$ cat config.mk
export PLATFORM = sky130hd
export DESIGN_NAME = alu
export DESIGN_NICKNAME = d
export VERILOG_FILES = /design/src/rtl/alu.sv
export SDC_FILE = /design/constraint.sdc
export NUM_CORES = 1
export LEC_CHECK = 0
export ABC_AREA = 1
export CORE_AREA = 3 3 172 174
export CTS_CLUSTER_DIAMETER = 150
export DETAILED_ROUTE_END_ITERATION = 8
export DIE_AREA = 0 0 175 177
export PLACE_DENSITY = 0.67
export SYNTH_ARGS = -nofsm -noshare
export SYNTH_HDL_FRONTEND = slang
export SYNTH_SLANG_ARGS = --single-unit
$ cat constraint.sdc
create_clock -name clk -period 11.4 [get_ports clk]
set_clock_uncertainty 0.15 [all_clocks]
set_input_delay 2.28 -clock clk [delete_from_list [all_inputs] [get_ports clk]]
set_output_delay 2.28 -clock clk [all_outputs]
set_load 0.01 [all_outputs]
$ cat src/rtl/alu.sv
// alu: RV32 execute-stage integer ALU.
// Y and the flags (Zero, Neg, Carry, Ovf) are combinational from A, B and
// ALUCtrl. A registered copy of the result and flags (*_q) is captured on a
// rising clk edge whenever en is high, and held while en is low.
//
// Capture protocol: en is a plain per-cycle enable with no back-pressure.
// Every rising edge with en=1 and rst=0 loads the *_q outputs from the
// combinational outputs present at that edge. When rst is high, the *_q
// outputs are forced to the reset state regardless of en.
module alu #(
    parameter int WIDTH = 32
) (
    input  logic             clk,
    input  logic             rst,
    input  logic             en,
    input  logic [WIDTH-1:0] A,
    input  logic [WIDTH-1:0] B,
    input  logic [2:0]       ALUCtrl,
    output logic [WIDTH-1:0] Y,
    output logic             Zero,
    output logic             Neg,
    output logic             Carry,
    output logic             Ovf,
    output logic [WIDTH-1:0] Y_q,
    output logic             Zero_q,
    output logic             Neg_q,
    output logic             Carry_q,
    output logic             Ovf_q
);

    localparam int MSB = WIDTH - 1;
    localparam int SHW = $clog2(WIDTH);

    localparam logic [2:0] OP_ADD = 3'd0;
    localparam logic [2:0] OP_SUB = 3'd1;
    localparam logic [2:0] OP_XOR = 3'd2;
    localparam logic [2:0] OP_SLL = 3'd3;
    localparam logic [2:0] OP_OR  = 3'd4;
    localparam logic [2:0] OP_AND = 3'd5;
    localparam logic [2:0] OP_SRL = 3'd6;
    localparam logic [2:0] OP_SLT = 3'd7;

    // One extra bit on each side so the carry-out of ADD and the borrow of
    // SUB fall out of the top bit directly.
    logic [WIDTH:0]   sum;
    logic [WIDTH:0]   diff;
    logic [SHW-1:0]   shamt;
    logic             slt_bit;

    assign sum   = {1'b0, A} + {1'b0, B};
    assign diff  = {1'b0, A} - {1'b0, B};
    assign shamt = B[SHW-1:0];

    // Signed less-than. When the operand signs differ, the subtraction can
    // overflow, so the answer is simply "A is the negative one".
    assign slt_bit = (A[MSB] != B[MSB]) ? A[MSB] : diff[MSB];

    // Result and arithmetic flags; Carry and Ovf are 0 for logic ops.
    always_comb begin
        Y     = '0;
        Carry = 1'b0;
        Ovf   = 1'b0;
        case (ALUCtrl)
            OP_ADD: begin
                Y     = sum[MSB:0];
                Carry = sum[WIDTH];
                Ovf   = (A[MSB] == B[MSB]) && (sum[MSB] != A[MSB]);
            end
            OP_SUB: begin
                Y     = diff[MSB:0];
                // No borrow out means A >= B unsigned.
                Carry = ~diff[WIDTH];
                Ovf   = (A[MSB] != B[MSB]) && (diff[MSB] != A[MSB]);
            end
            OP_XOR:  Y = A ^ B;
            OP_SLL:  Y = A << shamt;
            OP_OR:   Y = A | B;
            OP_AND:  Y = A & B;
            OP_SRL:  Y = A >> shamt;
            OP_SLT:  Y = {{(WIDTH-1){1'b0}}, slt_bit};
            default: Y = '0;
        endcase
    end

    assign Zero = (Y == '0);
    assign Neg  = Y[MSB];

    // Registered copy of result and flags; reset state mirrors Y_q == 0.
    always_ff @(posedge clk or posedge rst) begin
        if (rst) begin
            Y_q     <= '0;
            Zero_q  <= 1'b1;
            Neg_q   <= 1'b0;
            Carry_q <= 1'b0;
            Ovf_q   <= 1'b0;
        end else if (en) begin
            Y_q     <= Y;
            Zero_q  <= Zero;
            Neg_q   <= Neg;
            Carry_q <= Carry;
            Ovf_q   <= Ovf;
        end
    end

endmodule

==> results of run 1 <==
[per-layer routing]
| metal | part of all wire [%] | routed length, um | vias to the layer above | track usage, % |
|---|---|---|---|---|
| met1 | 42 | 24000 | 6949 | 48.7 |
| li1 | - | - | 7113 | - |
| met5 | 0 | 0 | - | 0 |
| met3 | 9.3 | 5390 | 119 | 3.65 |
| met4 | 4.9 | 2820 | 0 | 15.3 |
| met2 | 44 | 25600 | 873 | 59.3 |
[logic make-up (layout without fill, tap and decap cells)]
family	Yosys count	in the layout	synth area share, %
AO/OA/AOI/OAI	183	183	9.30
AND/OR/NAND/NOR	1429	1429	56.2
buffers and inverters	408	472	15.2
flip-flops	35	35	7.83
adder cells (fa/ha/maj)	100	100	11.4
XOR/XNOR	2	2	0.156
[state kept, by name, summed over array words and instances (netlist names)]
| register | flops |
|---|---|
| Y_q | 32 |
| Ovf_q | 1 |
| Zero_q | 1 |
| Carry_q | 1 |
[critical path, cell delays in order]
cell,delay [ns]
clkdlybuf4s50_1,0.61
inv_1,0.08
ha_1,0.48
inv_1,0.13
a21oi_1,0.32
o21ai_0,0.24
inv_1,0.09
nand2_1,0.06
a21oi_1,0.20
nand2_1,0.11
a21oi_1,0.14
o21bai_1,0.09
fa_1,0.50
nand2_1,0.09
o2111ai_1,0.22
nor2_1,0.15
nand2_1,0.06
nor2_1,0.24
nand3_1,0.25
nor2_1,0.26
nand3_1,0.11
nor2_1,0.12
and2_1,0.14
clkdlybuf4s50_1,0.53
[power breakdown]
group          total (mW)  leakage [nW]  switching (mW)  internal, mW
Clock               0.130        0.0652          0.0484        0.0812
Sequential          0.153         0.442          0.0101         0.143
Combinational       0.670          6.34           0.445         0.225
[final cells by class]
type	instances	area (um2)	share of cell area [%]
clock buffer	8	136	1.07
timing repair buffer	157	1520	11.9
sequential	35	877	6.86
tap	378	473	3.70
inverter	307	1150	9.03
multi-input combinational	1714	8620	67.4
[cells in the mapped netlist (5+ instances only)]
| master | count |
|---|---|
| o21ai_1 | 9 |
| nand2_1 | 628 |
| nand3_2 | 8 |
| nand4_1 | 34 |
| and2_1 | 8 |
| a21oi_1 | 67 |
| nand2_2 | 19 |
| buf_4 | 10 |
| clkbuf_1 | 23 |
| and3_1 | 5 |
| o22ai_1 | 19 |
| nor2_1 | 210 |
| dfrtp_1 | 34 |
| ha_1 | 97 |
| o211ai_1 | 14 |
| buf_6 | 7 |
| o21ai_0 | 48 |
| o21bai_1 | 10 |
| inv_1 | 293 |
| nor2_2 | 7 |
| inv_2 | 12 |
| buf_2 | 58 |
| nor3_1 | 16 |
| a31oi_1 | 6 |
| nand3_1 | 478 |
[how the worst max path moves through the flow]
stage,start,end,slack [ns],depth (start not counted)
6_report,A[20],Zero,1.45,24
3_3_place_gp,A[20],Zero,1.65,24
4_1_cts,A[20],Zero,1.59,24
2_1_floorplan,B[3],Zero,3.34,25
3_5_place_dp,A[20],Zero,1.61,24
5_1_grt,A[20],Zero,1.08,24
[placed cells by master, fill, tap and decap left out, types with 2 or more instances in the layout]
cell type,instances
o221ai_1,4
nand3b_1,3
and3_1,5
o21ai_1,9
nand2_1,628
buf_2,2
fa_1,3
a21oi_1,67
inv_2,13
clkbuf_16,5
inv_1,292
buf_4,16
o22ai_1,19
ha_1,97
nand2_4,4
clkdlybuf4s50_1,139
nor2_2,8
nor3_1,16
o211ai_1,14
nor2_1,209
dfrtp_1,34
a22oi_1,2
nand3_1,478
xor2_1,2
or2_2,4
nand3_2,8
nand2_2,19
nor4_1,2
a31oi_1,6
nor3_2,3
and2_1,8
o21ai_0,48
clkbuf_1,3
o21bai_1,10
nand4_1,34
[per-stage QoR]
| stage | instances | utilization, % |
|---|---|---|
| final | 2599 | 45.8 |
| after global routing | 2599 | 45.8 |
| after CTS | 2599 | 45.8 |
| after detailed placement | 2591 | 45.3 |
| after global placement | 2591 | 45.3 |
| after floorplan | 2157 | - |
==> results.cfg, run 1 <==
[detailed_routing]
final_antenna_net_count = 0
vias = 15100
via_per_inst = 5.79
wl_per_cell_um = 22.2
drc = 0
drt_iter0_drc = 1762
totalWireLength_mm = 57.8
drtPass1Iterations = 6

[floorplanning]
core_area_um2 = 27900
die_w_um = 175
die_y_um = 177
ioPinCount = 142
start_util_pct = 40.1
rows = 61
dieArea_um2 = 31000

[worst_setup_path]
r2r_slack_ns = 10.44
path_max_fanout = 9
crit_arrival_ns = 7.52
path_class = primary input to output port
start_kind = primary input
end_kind = output port
regToRegEndpoint = Y_q[0]$_DFFE_PP0P_
crit_required_ns = 8.97
reg2reg_from = Y_q[0]$_DFFE_PP0P_
ff2ff_path_depth = 2

[timing]
setup_viol_count_final = 0
worst_pin_slew_ns = 1.26
slew_violations = 0
fin_hold_ws_ns = 0.328
fmax_ghz = 0.101
worst_slack_ns = 1.45
fin_crit_sh_pct = 87.3
min_period_ns = 9.95
rsz0062_at_grt = no
hold_viol = 0
final.setup.tns_ns = 0
slew_headroom_pct = 16.0

[cells_and_area]
post-route-cell-area_um2 = 12800
fin_nets = 2390
n_antenna_cell = 0
fillers = 3176
drive_gt1_share_pct = 3.83
area_delta_synth_final_pct = 14.2

[pwr]
p_leak_nw = 6.84
powerDensity_nw_per_um2 = 74.5
totalPowerFinal_mw = 0.952
ir_drop_v = 0.0000521

[clocking]
worstSkewPairLatency_ns = 0.28
cts_root_buf = clkbuf_16
clock-sinks = 35
cts_resized = 0
cts_hold_buf = 0
clk_pin_slew_ns = 0.05
cts_tree = yes
htree_num_levels = 2
clock_path_buffers = 2
cts_setup_buffers = 0
cts_made_buffers = 5

[global_routing]
antenna_found_initial = 0
grt_max_degree = 75
overflow = 0
grt_use_total_pct = 36.2
grt_pass1_vias = 13700
grt_pass1_wl_mm = 85.1

[place]
hpwl_mm = 48.1
place_congestion = 1.10
dpl-instance-area_um2 = 12700
portBuffers = 141
dp_slack_ns = 1.61

[yosys]
synth_ff_type = dfrtp_1
synthesis.area_um2 = 11200
yosysTopAreaCellShare_pct = 21.4
seq_area_frac_synth_pct = 7.83
synth_cell_types = 43
ys_warn_count = 0
synth_edf_count = 0
yosysTopAreaCell = nand3_1
syn-num-nets = 2327
synthArstFlopShare_pct = 100
syn_inst = 2157
ys_ff_latch = 35
synth.avg_cell_area_um2 = 5.19
synth.area.top_cells = nand3_1, nand2_1, ha_1

[min_path]
min_from = Zero_q$_DFFE_PP1P_
worstHoldPathType = flip-flop to flip-flop
worstHoldEndpoint = Zero_q$_DFFE_PP1P_
min_path_cells = 2

[run_status]
status = complete, no violations

[flow_run]
cap_violations = 0
Note: power is estimated with default switching activity, not from simulation.
==> run 2: changes to the inputs <==
--- a/config.mk
+++ b/config.mk
@@ -11,6 +11,7 @@
 export DETAILED_ROUTE_END_ITERATION = 8
 export DIE_AREA = 0 0 175 177
 export PLACE_DENSITY = 0.67
+export REMOVE_ABC_BUFFERS = 1
 export SYNTH_ARGS = -nofsm -noshare
 export SYNTH_HDL_FRONTEND = slang
 export SYNTH_SLANG_ARGS = --single-unit
==> constraint.sdc (replaced) <==
create_clock -name clk -period 11.4 [get_ports clk]
set_clock_uncertainty 0.15 [all_clocks]
set_input_delay 3.42 -clock clk [delete_from_list [all_inputs] [get_ports clk]]
set_output_delay 3.42 -clock clk [all_outputs]
set_load 0.01 [all_outputs]
==> run 2 against run 1 <==
Global-route usage is 0.17 points higher. Critical path depth is 1 higher. Non-clock buffer count is 96 higher. Sequential share of layout area is 0.44 points lower. Clock power is 22% higher. First-iteration DRC count is 0.79% higher. Wire length is 1.3% higher. Design area is 6.9% higher. Combinational power is 6.7% higher. Total power is 7.7% higher. Largest power group unchanged. Critical endpoint is now Y[0]. Largest cell class unchanged.
==> results.cfg, run 2 (synthesized netlist as in run 1, its figures left out) <==
[run_status]
status = complete, no violations

[detailed_routing]
wl_per_cell_um = 21.7
totalWireLength_mm = 58.5
vias = 15200
drc = 0
drt_iter0_drc = 1776
via_per_inst = 5.63
drtPass1Iterations = 8
final_antenna_net_count = 0

[pwr]
p_leak_nw = 7.39
switchingPower_mw = 0.513
ir_drop_v = 0.0000537
p_int_mw = 0.512
pwr-share-clk_pct = 15.4
p_sw_share_pct = 50.0
p_comb_share_pct = 69.7
powerDensity_nw_per_um2 = 75.0
power_frac_seq_pct = 14.9

[cells_and_area]
regMostFlops = Y_q
drive_gt1_share_pct = 8.68
final_common_cell = nand2_1
final_core_utilization_pct = 48.9
area_delta_synth_final_pct = 22.0
final_cell_mix = nand2_1, nand3_1, inv_1, nor2_1, clkdlybuf4s50_1
largest_reg_flops = 32
fin_nets = 2486
fillers = 3118
n_antenna_cell = 0

[worst_setup_path]
end_kind = output port
crit_required_ns = 7.83
start_kind = primary input
ff2ff_path_depth = 2
critPathLaunch = A[6]
path_class = primary input to output port
reg2reg_from = Y_q[10]$_DFFE_PP0P_
path_max_fanout = 4
crit_arrival_ns = 7.33

[clocking]
cts_tree = yes
cts_root_buf = clkbuf_16
clock_path_buffers = 2
worstSkewPairLatency_ns = 0.28
htree_num_levels = 2
clock-sinks = 35
clk_pin_slew_ns = 0.05
cts_made_buffers = 5

[global_routing]
grt_pass1_wl_mm = 85.3
use_met3_pct = 3.63
grt_use_met1_pct = 49.2
use_met2_pct = 58.7
overflow = 0
busiest_layer = met2
grt_pass1_vias = 14100
grt_use_total_pct = 36.4
grt_max_degree = 70
antenna_found_initial = 1

[place]
dp_slack_ns = 0.103
hpwl_mm = 49.4
place_congestion = 1.03
portBuffers = 141

[min_path]
min_path_cells = 2
worstHoldPathType = flip-flop to flip-flop
min_from = Y_q[7]$_DFFE_PP0P_

[timing]
rsz0062_at_grt = no
setup_viol_count_final = 0
fmax_ghz = 0.0917
final.setup.tns_ns = 0
worst_slack_ns = 0.496
fin_hold_ws_ns = 0.327
worst_pin_slew_ns = 1.14
fin_crit_sh_pct = 95.7
slew_headroom_pct = 23.3
hold_viol = 0
slew_violations = 0
min_period_ns = 10.90

[floorplanning]
rows = 61
die_w_um = 175
die_y_um = 177
ioPinCount = 142
start_util_pct = 40.1
dieArea_um2 = 31000
core_area_um2 = 27900

[flow_run]
cap_violations = 0
run 2: changes by cell type in the layout (fill, tap and decap cells not counted), sizes merged:
cell,change
clkinv,+1
clkbuf,-2
dlymetal6s2s,+5
buf,+96
clkdlybuf4s50,-5
bufinv,+1
run 2: area by class of cell:
| cell class | count | area, um2 | area share, % |
|---|---|---|---|
| clock buffers | 6 | 139 | 1.02 |
| clock inverters | 2 | 35.0 | 0.256 |
| inverters | 307 | 1150 | 8.45 |
| multi-input cells | 1714 | 8720 | 63.8 |
| flip-flops and latches | 35 | 877 | 6.42 |
| well taps | 378 | 473 | 3.46 |
| repair buffers | 253 | 2270 | 16.6 |
run 2: stage by stage:
| step | std cells | area, um2 | total power [mW] |
|---|---|---|---|
| global route | 2695 | 13700 | 1.09 |
| detailed placement | 2686 | 13400 | 0.844 |
| CTS | 2694 | 13600 | 1.00 |
| global placement | 2686 | 13400 | 0.839 |
| floorplan | 2056 | 10700 | 0.515 |
| finish | 2695 | 13700 | 1.02 |
run 2: worst paths after layout:
kind | slack [ns] | to
setup / recovery | 0.50 | Y[0]
hold / removal | 0.33 | Y_q[7]$_DFFE_PP0P_
setup reg to reg | 10.46 | Y_q[10]$_DFFE_PP0P_
hold reg to reg | 0.33 | Y_q[7]$_DFFE_PP0P_
max in group asynchronous | 7.37 | Zero_q$_DFFE_PP1P_
min in group asynchronous | 3.39 | Y_q[20]$_DFFE_PP0P_
run 2: worst max-delay path, stage by stage:
cell and delay (ns):
clkdlybuf4s50_1 0.50, buf_4 0.21, ha_1 0.20, inv_1 0.09
o21ai_1 0.11, nand2_1 0.07, nand2_1 0.09, a21oi_2 0.15
nand2_1 0.12, nand2_1 0.13, nand2_1 0.09, a21oi_1 0.15
o21bai_1 0.12, fa_2 0.35, buf_4 0.16, nor2_1 0.10
nand2_1 0.06, o221ai_1 0.08, nor2_1 0.06, nand2_1 0.07
o22ai_1 0.08, buf_4 0.16, buf_4 0.14, inv_1 0.06
clkdlybuf4s50_1 0.53
run 2: repair_timing:
| action | CTS | global route |
|---|---|---|
| gates resized for setup | 0 | 25 |
| hold buffers | 0 | 0 |
| setup endpoints to repair | 0 | 1 |
| buffers inserted | 0 | 1 |
run 2: metal layers:
layer	part of all wire, %	routed length, um
met1	42	24400
met2	44	25900
met3	8.9	5200
met4	5.1	2990
met5	0.022	13
run 2: power by group through the flow:
stage,clock [mW],combinational [mW],sequential [mW]
2_1_floorplan,0,0.352,0.163
3_3_place_gp,0,0.686,0.154
6_report,0.158,0.715,0.152
5_1_grt,0.164,0.773,0.155
4_1_cts,0.160,0.692,0.152
3_5_place_dp,0,0.690,0.154
==> run 3: changes to the inputs <==
--- a/config.mk
+++ b/config.mk
@@ -6,12 +6,14 @@
 export NUM_CORES = 1
 export LEC_CHECK = 0
 export ABC_AREA = 1
-export CORE_AREA = 3 3 172 174
+export CAP_MARGIN = 30
+export CORE_AREA = 3 3 147 149
 export CTS_CLUSTER_DIAMETER = 150
 export DETAILED_ROUTE_END_ITERATION = 8
-export DIE_AREA = 0 0 175 177
-export PLACE_DENSITY = 0.67
+export DIE_AREA = 0 0 150 152
+export PLACE_DENSITY = 0.86
 export REMOVE_ABC_BUFFERS = 1
+export SLEW_MARGIN = 20
 export SYNTH_ARGS = -nofsm -noshare
 export SYNTH_HDL_FRONTEND = slang
 export SYNTH_SLANG_ARGS = --single-unit
==> run 3 against run 2 <==
Largest power group unchanged. First-iteration DRC count up 20%. Highest routed layer is now met4. Design area is 1.9% lower. Largest cell class unchanged. Combinational power down 3%. Wire length down 12%.
==> results.cfg, run 3 (synthesized netlist as in run 1, its figures left out) <==
[clocking]
clock_path_buffers = 2
clock-sinks = 35
cts_made_buffers = 5
htree_num_levels = 2
clk_pin_slew_ns = 0.05
cts_root_buf = clkbuf_16
worstSkewPairLatency_ns = 0.28
cts_tree = yes

[global_routing]
antenna_found_initial = 0
grt_max_degree = 68
grt_pass1_wl_mm = 77.2
grt_pass1_vias = 14100
overflow = 0
grt_use_total_pct = 43.3

[min_path]
worstHoldEndpoint = Zero_q$_DFFE_PP1P_
min_path_cells = 2
worstHoldPathType = flip-flop to flip-flop
min_from = Zero_q$_DFFE_PP1P_

[floorplanning]
start_util_pct = 55.2
die_y_um = 152
dieArea_um2 = 22800
die_w_um = 150
rows = 52
ioPinCount = 142
core_area_um2 = 20300

[detailed_routing]
totalWireLength_mm = 51.6
final_antenna_net_count = 0
drt_iter0_drc = 2124
via_per_inst = 6.06
wl_per_cell_um = 20.1
drtPass1Iterations = 6
vias = 15600
drc = 0

[cells_and_area]
drive_gt1_share_pct = 8.34
final_cell_mix = nand2_1, nand3_1, inv_1, nor2_1, clkdlybuf4s50_1
post-route-cell-area_um2 = 13400
fillers = 2051
area_delta_synth_final_pct = 19.8
fin_cells = 2571
final_core_utilization_pct = 66.1
n_antenna_cell = 0
largest_reg_flops = 32
fin_nets = 2470
regMostFlops = Y_q
final_common_cell = nand2_1

[worst_setup_path]
path_max_fanout = 5
path_class = primary input to output port
r2r_slack_ns = 10.50
reg2reg_from = Y_q[0]$_DFFE_PP0P_
regToRegEndpoint = Y_q[0]$_DFFE_PP0P_
end_kind = output port
crit_arrival_ns = 7.31
start_kind = primary input
ff2ff_path_depth = 2
crit_required_ns = 7.83

[place]
dpl-instance-area_um2 = 13100
place_congestion = 1.08
dp_cells = 2562
dp_slack_ns = 0.152
hpwl_mm = 42.4
portBuffers = 141

[pwr]
powerDensity_nw_per_um2 = 75.4
totalPowerFinal_mw = 1.01
ir_drop_v = 0.0000668
p_leak_nw = 7.31

[timing]
fin_crit_sh_pct = 95.4
final.setup.tns_ns = 0
fin_hold_ws_ns = 0.322
fmax_ghz = 0.0920
slew_violations = 0
setup_viol_count_final = 0
slew_headroom_pct = 35.6
worst_slack_ns = 0.525
worst_pin_slew_ns = 0.962
rsz0062_at_grt = no
hold_viol = 0
min_period_ns = 10.88

[flow_run]
cap_violations = 0

[run_status]
status = complete, no violations
-- run 3: cell count changes in the layout (fill, tap and decap cells not counted), moves of 2 or more --
cell,change
a21oi_1,+2
a21oi_2,-2
buf_4,-17
nor2_1,-5
nor2_2,+6
o21ai_0,-2
-- run 3: per-layer routing --
metal | vias to the layer above | track usage (%) | routed length [um]
met4 | 0 | 21.8 | 3260
met5 | - | 0 | 0
met2 | 1142 | 68.0 | 22500
met3 | 196 | 8.10 | 6680
met1 | 6994 | 56.4 | 19200
li1 | 7256 | - | -
-- run 3: worst max-delay path, cell delays in order --
cell and delay [ns]:
clkdlybuf4s50_1 0.49, inv_1 0.07, ha_2 0.40, inv_1 0.08, nand2_1 0.07, nand2_1 0.07, inv_1 0.05, nand2_1 0.09
a21oi_2 0.15, nand2_2 0.09, nand2_1 0.12, nand2_1 0.08, a21oi_1 0.13, o21bai_1 0.11, fa_2 0.35, buf_4 0.16
nor2_1 0.10, nand2_1 0.07, o221ai_1 0.08, nor2_1 0.08, nand2_1 0.08, o22ai_2 0.07, buf_4 0.16, buf_4 0.14
inv_1 0.05, clkdlybuf4s50_1 0.54
-- run 3: how the worst max path moves through the flow --
| stage | endpoint | slack [ns] | from | cells after the start |
|---|---|---|---|---|
| floorplan | Zero | 0.32 | B[3] | 22 |
| global placement | Zero | 0.22 | A[6] | 24 |
| detailed placement | Zero | 0.15 | A[6] | 24 |
| CTS | Zero | 0.14 | A[6] | 24 |
| global route | Y[0] | 0.22 | B[12] | 26 |
| finish | Y[0] | 0.52 | B[12] | 26 |
-- run 3: area by class of cell --
type / count / area (um2) / share of cell area [%]
timing repair buffer: 237 / 2150 / 16.0
clock inverter: 2 / 35.0 / 0.261
sequential: 35 / 877 / 6.54
tap: 270 / 338 / 2.52
clock buffer: 6 / 139 / 1.04
multi-input combinational: 1714 / 8720 / 65.0
inverter: 307 / 1150 / 8.61
-- run 3: repair_timing --
item,4_1_cts,5_1_grt
endpoints found under the setup margin,0,1
setup buffers,0,1
hold buffers,0,0
gates resized for setup,0,33
-- run 3: where the power goes --
group	switching, mW	internal [mW]
combinational	0.442	0.255
clock	0.0540	0.109
sequential	0.00983	0.143
